[src/rtl/multicycle_control_unit.sv]
// Moore sequencer for the multicycle ARM-subset core: state control, ALU/immediate decode,
// NZCV flag register and condition gating. Define UNDEF_TRAP_EN to add the Undef output.
module multicycle_control_unit (
  input  logic       CLK,
  input  logic       RSTn,
  input  logic [3:0] Cond,
  input  logic [1:0] Op,
  input  logic [5:0] Funct,
  input  logic [3:0] Rd,
  input  logic [3:0] ALUFlags,
  output logic       PCWrite,
  output logic       IRWrite,
  output logic       RegWrite,
  output logic       MemWrite,
  output logic       AdrSrc,
  output logic       ALUSrcA,
  output logic [1:0] ALUSrcB,
  output logic [1:0] ResultSrc,
  output logic [1:0] ImmSrc,
  output logic [1:0] RegSrc,
  output logic [1:0] ALUControl,
  output logic [3:0] Flags
`ifdef UNDEF_TRAP_EN
  ,
  output logic       Undef
`endif
);

  typedef enum logic [3:0] {
    FETCH, DECODE, MEMADR, MEMREAD, MEMWB, MEMWRITE, EXECR, EXECI, ALUWB, BRANCH
  } state_t;

  state_t     state, next_state;
  logic       cond_ex, cond_ex_r;
  logic       ir_w, next_pc, regw, memw, aluop, branch, pcs;
  logic [3:0] cmd;
  logic       is_addsub;

  assign cmd       = Funct[4:1];
  assign is_addsub = (cmd == 4'b0100) || (cmd == 4'b0010);

  always_comb begin
    cond_ex = 1'b0;
    case (Cond)
      4'b0000: cond_ex = Flags[2];
      4'b0001: cond_ex = ~Flags[2];
      4'b0010: cond_ex = Flags[1];
      4'b0011: cond_ex = ~Flags[1];
      4'b0100: cond_ex = Flags[3];
      4'b0101: cond_ex = ~Flags[3];
      4'b0110: cond_ex = Flags[0];
      4'b0111: cond_ex = ~Flags[0];
      4'b1000: cond_ex = ~Flags[2] & Flags[1];
      4'b1001: cond_ex = Flags[2] | ~Flags[1];
      4'b1010: cond_ex = ~(Flags[3] ^ Flags[0]);
      4'b1011: cond_ex = Flags[3] ^ Flags[0];
      4'b1100: cond_ex = ~Flags[2] & ~(Flags[3] ^ Flags[0]);
      4'b1101: cond_ex = Flags[2] | (Flags[3] ^ Flags[0]);
      4'b1110: cond_ex = 1'b1;
      default: cond_ex = 1'b0;
    endcase
  end

  always_ff @(posedge CLK or negedge RSTn) begin
    if (!RSTn) state <= FETCH;
    else       state <= next_state;
  end

  // Condition is frozen at decode so the instruction's own flag update cannot gate itself.
  always_ff @(posedge CLK or negedge RSTn) begin
    if (!RSTn) begin
      cond_ex_r <= 1'b0;
      Flags     <= 4'b0000;
    end else begin
      if (state == DECODE) cond_ex_r <= cond_ex;
      if ((state == EXECR || state == EXECI) && cond_ex_r && Funct[0]) begin
        Flags[3:2] <= ALUFlags[3:2];
        if (is_addsub) Flags[1:0] <= ALUFlags[1:0];
      end
    end
  end

  always_comb begin
    next_state = state;
    ir_w       = 1'b0;
    next_pc    = 1'b0;
    AdrSrc     = 1'b0;
    ALUSrcA    = 1'b0;
    ALUSrcB    = 2'b00;
    ResultSrc  = 2'b00;
    regw       = 1'b0;
    memw       = 1'b0;
    aluop      = 1'b0;
    branch     = 1'b0;
    case (state)
      FETCH: begin
        ir_w = 1'b1; next_pc = 1'b1; ALUSrcA = 1'b1; ALUSrcB = 2'b10; ResultSrc = 2'b10;
        next_state = DECODE;
      end
      DECODE: begin
        ALUSrcA = 1'b1; ALUSrcB = 2'b10; ResultSrc = 2'b10;
        case (Op)
          2'b01:   next_state = MEMADR;
          2'b00:   next_state = Funct[5] ? EXECI : EXECR;
          2'b10:   next_state = BRANCH;
          default: next_state = FETCH;
        endcase
      end
      MEMADR: begin
        ALUSrcB = 2'b01;
        next_state = Funct[0] ? MEMREAD : MEMWRITE;
      end
      MEMREAD:  begin AdrSrc = 1'b1; next_state = MEMWB; end
      MEMWB:    begin ResultSrc = 2'b01; regw = 1'b1; next_state = FETCH; end
      MEMWRITE: begin AdrSrc = 1'b1; memw = 1'b1; next_state = FETCH; end
      EXECR:    begin aluop = 1'b1; ALUSrcB = 2'b00; next_state = ALUWB; end
      EXECI:    begin aluop = 1'b1; ALUSrcB = 2'b01; next_state = ALUWB; end
      ALUWB:    begin regw = 1'b1; next_state = FETCH; end
      BRANCH: begin
        ALUSrcB = 2'b01; ResultSrc = 2'b10; branch = 1'b1;
        next_state = FETCH;
      end
      default:  next_state = FETCH;
    endcase
  end

  always_comb begin
    ALUControl = 2'b00;
    if (aluop) begin
      case (cmd)
        4'b0100: ALUControl = 2'b00;
        4'b0010: ALUControl = 2'b01;
        4'b0000: ALUControl = 2'b10;
        4'b1100: ALUControl = 2'b11;
        default: ALUControl = 2'b00;
      endcase
    end
  end

  // Write enables are masked by RSTn so an asynchronous reset kills them in the same cycle.
  assign pcs      = regw & (Rd == 4'd15);
  assign PCWrite  = RSTn & (next_pc | ((branch | pcs) & cond_ex_r));
  assign IRWrite  = RSTn & ir_w;
  assign RegWrite = RSTn & regw & cond_ex_r;
  assign MemWrite = RSTn & memw & cond_ex_r;

  assign ImmSrc = Op;
  assign RegSrc = {Op == 2'b01, Op == 2'b10};

`ifdef UNDEF_TRAP_EN
  assign Undef = (state == DECODE) && ((Cond == 4'b1111) || (Op == 2'b11));
`endif

endmodule

[config.mk]
export PLATFORM = sky130hd
export DESIGN_NAME = multicycle_control_unit
export DESIGN_NICKNAME = d
export VERILOG_FILES = /design/src/rtl/multicycle_control_unit.sv
export SDC_FILE = /design/constraint.sdc
export NUM_CORES = 1
export LEC_CHECK = 0
export ABC_AREA = 1
export BUFFER_PORTS_ARGS = -buffer_cell sky130_fd_sc_hd__buf_4
export CAP_MARGIN = 20
export CORE_MARGIN = 2
export CORE_UTILIZATION = 44
export DETAILED_ROUTE_END_ITERATION = 10
export GPL_ROUTABILITY_DRIVEN = 0
export PLACE_DENSITY = 0.78
export SYNTH_ARGS = -nofsm -noshare
export SYNTH_HDL_FRONTEND = slang
export SYNTH_SLANG_ARGS = --single-unit
[constraint.sdc]
create_clock -name CLK -period 1.3 [get_ports CLK]
set_clock_uncertainty 0.15 [all_clocks]
set_input_delay 0.065 -clock CLK [delete_from_list [all_inputs] [get_ports CLK]]
set_output_delay 0.065 -clock CLK [all_outputs]
set_load 0.03 [all_outputs]
[Yosys cells after proc, flatten, opt, wreduce, memory -nomap -nowiden]
Index checks and enable logic that the tools add are counted.
Widths: inputs -> output; s select.
Storage, ports and cells
  register bits: 9
  word-level logic and storage cells: 84
  bits of input ports: 22
  output and inout bits: 20
Cells by class
  bitwise logic cells: 20
  eq/ne operators: 29
  mux-type cells: 16
  reductions and logical operators: 15
Operators by type and width (count)
  $eq 4x4->1 const B: 11
  $eq 4x3->1 const B: 9
  $eq 4x2->1 const B: 5
  $pmux 4 s5: 1
  $pmux 1 s15: 1
  $logic_not 4->1: 3
  $pmux 4 s3: 1
  $and 1x1->1: 10
  $eq 4x1->1 const B: 2
  $mux 1: 8
  $pmux 2 s2: 2
  $reduce_or 2->1: 4
  $pmux 2 s3: 1
  $reduce_or 3->1: 2
  $not 1->1: 5
  $or 1x1->1: 4
  $mux 3: 1
  $eq 2x1->1 const B: 1
  $eq 2x2->1 const B: 1
  $logic_and 1x1->1: 2
  $logic_not 2->1: 1
  $logic_or 1x1->1: 2
  $mux 2: 1
  $reduce_and 2->1: 1
  $xor 1x1->1: 1

[Longest topological paths before layout]
  depth in word-level cells: 8
  depth in mapped cells: 11
  mapped depth without buffers: 11

[Least setup slack after synthesis]
OpenSTA, ideal clock, no wires.
  path kind: reg-to-output
  start: register state[3]
  end: output port ResultSrc[1]
  cell stages (with the launch flop): 4
  required time: 1085 ps
  path buffers: 0
  setup slack: -229 ps
  arrival: 1314 ps
  cell sequence: dfrtp_1 > nor2_1 > inv_2 > o21ai_0
Between the ends
  longest elaborated chain between the ends: 3
  elaborated cells between the ends (all ways): 6
  those cells by class: 3 x eq/ne; 1 x mux; 2 x reduce/logical
RTL lines
  start, declared: line 33  | state_t state, next_state;
  start signal, assigned: line 66  | else state <= next_state;
  $eq 4x1->1, or another cell as far along: line 95  | case (state)
  $reduce_or 3->1 (no line)
  $pmux 2 s2 *: line 95
  end, declared: line 18  | output logic [1:0] ResultSrc,
Every way passes the cells marked *; elsewhere a longest branch is shown, timed or not.

[Worst setup path after layout]
  start: register state[3]
  end: output port ALUSrcB[0]
Between the ends
  longest elaborated chain between the ends: 3
  elaborated cells between the ends (all ways): 8
  those cells by class: 4 x eq/ne; 1 x mux; 3 x reduce/logical
RTL lines
  $eq 4x3->1, or another cell as far along: line 95
  $reduce_or 3->1 (no line) or $reduce_or 2->1 (tied branches)
  $pmux 2 s2 *: line 95
  end, declared: line 17  | output logic [1:0] ALUSrcB,
Marked as above.

==> key figures <==
Yosys
  • Number of warning messages in the yosys log: 0
  • Post-Syn Area: 826 um2
  • Syn Inst Count: 136
  • Synth top area cells: dfrtp_1 (27%), nand2_1 (19%), nor2_1 (8.6%), nand3_1 (7.3%), inv_1 (6.4%)
  • Synth unique cells: 21
  • Yosys top cell by area: dfrtp_1
  • Post-synthesis sequential area ratio: 27.3%
  • Area share of the largest cell type after synthesis: 27.3%
  • #FFs+latches synth: 9
  • Avg Inst Size Synth: 6.07 um2
  • Post-synth net total: 158

Hold path
  • Min-delay src: Funct[4]
  • End of the worst hold path: Flags[0]
  • HP Class: input port to flip-flop
  • Hold path depth: 4

Detailed routing
  • 1st-iter DRT viols: 102
  • Wire per inst: 19.6 um
  • Via count: 1375
  • Vias per cell: 5.88
  • Routed Antenna Nets: 0
  • First-pass iteration count of the detailed router: 5
  • Detailed Route WL: 4580 um
  • DRC: 0

Clocking
  • Worst-Skew Late Latency: 0.27 ns
  • CTS tree: done
  • Clock Path Buffers: 2
  • Root buf cell: clkbuf_4
  • Total CTS buffers: 3
  • H-tree levels: 1
  • Clk slew on worst S/H paths: 0.07 ns
  • Clock Sinks: 9

Worst setup path
  • Critical Path Fanout Max: 3
  • Worst EP required: 1.09 ns
  • Critical Path Sink Type: output pin
  • Flop-to-flop setup slack: -0.26 ns
  • Arr. time, crit path: 1.61 ns
  • Worst setup SP type: flip-flop
  • Setup CP Type: flip-flop to output pin
  • Worst R2R Start: Flags[1]
  • RR Endpoint: cond_ex_r
  • Register-to-Register Path Depth: 9

Global routing
  • Vias in the first global route: 1192
  • Initial antenna violation count: 0
  • First-pass GRT wire length: 5000 um
  • GRT Total Usage: 31.7%
  • Grt ovf: 0
  • Largest net degree at the start of global routing: 10

STA
  • Max-slew violation count: 0
  • Maximum clock frequency: 0.549 GHz
  • Final setup violating endpoints: 21
  • Final Hold Vio Count: 0
  • Min cycle time layout: 1.82 ns
  • Fin Setup TNS: -5.19 ns
  • RSZ-0062 raised after global routing: true
  • Slew HR: 68.9%
  • Final period util: 140%
  • PnR worst setup slack: -0.521 ns
  • Measured slew at the worst slew-check pin: 0.465 ns

Layout
  • Syn-to-layout area delta: 95.3%
  • Share of cells above drive strength 1: 58.4%
  • Nets: 232
  • Diodes inserted: 0
  • Most frequent cells in the layout: buf_4 (47), nand2_1 (33), buf_6 (16)
  • Filler cells: 68
  • Most common cell after layout, fill and taps aside: buf_4

Floorplan
  • Core Footprint: 0.00175 mm2
  • Die height: 47.3 um
  • Row cnt: 15
  • Die width: 47.3 um
  • Die area: 0.00224 mm2
  • # IOs: 42
  • Starting Density: 47.3%

Pwr
  • P_int: 1470 uW
  • Psw: 1620 uW
  • Maximum vdd drop: 1220 uV
  • Pwr per Cell Area: 1910 mW/mm2
  • Comb pwr share: 75.1%
  • Static leakage: 0.000823 uW
  • Seq pwr share: 17.0%
  • Clock network power share: 7.9%
  • Switching part of the total: 52.4%

Run
  • Max cap viols: 0

Place
  • Hpwl dp: 1960 um
  • Placement Setup Slack: -0.133 ns
  • IO Port Bufs: 41

Outcome
  • Status: complete, but fails checks
  • Failing checks: negative setup slack
## metal layers
metal	part of all wire, %	routed length, um	vias to the layer above	GRT usage (%)
met5	0	0	-	0
met4	9.6	439	0	6.67
met3	12	549	62	3.46
met2	47	2170	141	59.7
met1	31	1420	593	38.0
li1	-	-	579	-
## logic make-up (layout without fill, tap and decap cells)
logic type / Yosys count / after routing / share of synthesized area [%]
and+or+nand+nor: 86 / 86 / 46.5
buffers and inverters: 24 / 97 / 12.7
DFF: 9 / 9 / 27.3
AOI/OAI and AO/OA: 17 / 17 / 13.5
## cells in the mapped netlist
cell type / count
nand2_1: 42
nor2_1: 19
inv_1: 14
nand3_1: 12
dfrtp_1: 9
inv_2: 7
a21oi_1: 6
nor2_2: 4
o21ai_0: 4
nor2_4: 3
o211ai_1: 3
buf_4: 2
nand2_2: 2
nor3_1: 2
a21oi_2: 1
buf_6: 1
nand3b_1: 1
nand4_1: 1
o21ai_1: 1
o21ai_2: 1
o21ai_4: 1
## registers in the layout, summed over array words and instances, names as in the netlist
name       count
Flags          4
state          4
cond_ex_r      1
## worst max path at each step
stage,start,to,cells past startpoint,slack [ns]
2_1_floorplan,state[1],PCWrite,8,-0.07
3_3_place_gp,state[3],ALUSrcB[0],6,-0.09
3_5_place_dp,state[0],PCWrite,9,-0.13
4_1_cts,state[3],ALUSrcB[0],6,-0.35
5_1_grt,state[3],ALUSrcB[0],6,-0.53
6_report,state[3],ALUSrcB[0],6,-0.52
## stage by stage
stage / hold WS (ns) / util (%) / std cells / area (um2) / total power, uW
floorplan: -0.381 / - / 136 / 846 / 1500
global placement: -0.248 / 72.8 / 214 / 1270 / 2160
detailed placement: -0.249 / 72.8 / 214 / 1270 / 2200
CTS: 0.00243 / 85.6 / 233 / 1490 / 2650
global route: 0.0102 / 92.4 / 234 / 1610 / 3180
finish: 0.00362 / 92.4 / 234 / 1610 / 3080
## power by group through the flow
stage / Sequential, uW / Combinational [uW] / Clock [uW]
after floorplan: 517 / 981 / 0
after global placement: 489 / 1680 / 0
after detailed placement: 493 / 1710 / 0
after CTS: 488 / 1950 / 213
after global routing: 524 / 2400 / 251
final: 523 / 2320 / 244
## layout make-up
cell class                      instances  area (um2)  area share (%)
Clock buffer                            4        26.3            1.63
Timing Repair Buffer                   72         623            38.6
Inverter                               21        78.8            4.89
Tap cell                               25        31.3            1.94
Sequential cell                         9         233            14.4
Multi-Input combinational cell        103         621            38.5
## what timing repair did
item	in CTS	in global routing
gates cloned	0	0
hold buffers	9	0
setup endpoints to repair	19	24
setup buffers	7	1
gates resized for setup	20	34
hold endpoints to repair	17	0
pin swaps	12	19
## critical path: stages, from the launching register on
cell and delay (ns):
dfrtp_2 0.45, nor2_2 0.14, inv_2 0.10, nor2_4 0.14, nand2_1 0.13, o211ai_1 0.16
buf_4 0.21
Note: power is estimated with default switching activity, not from simulation.
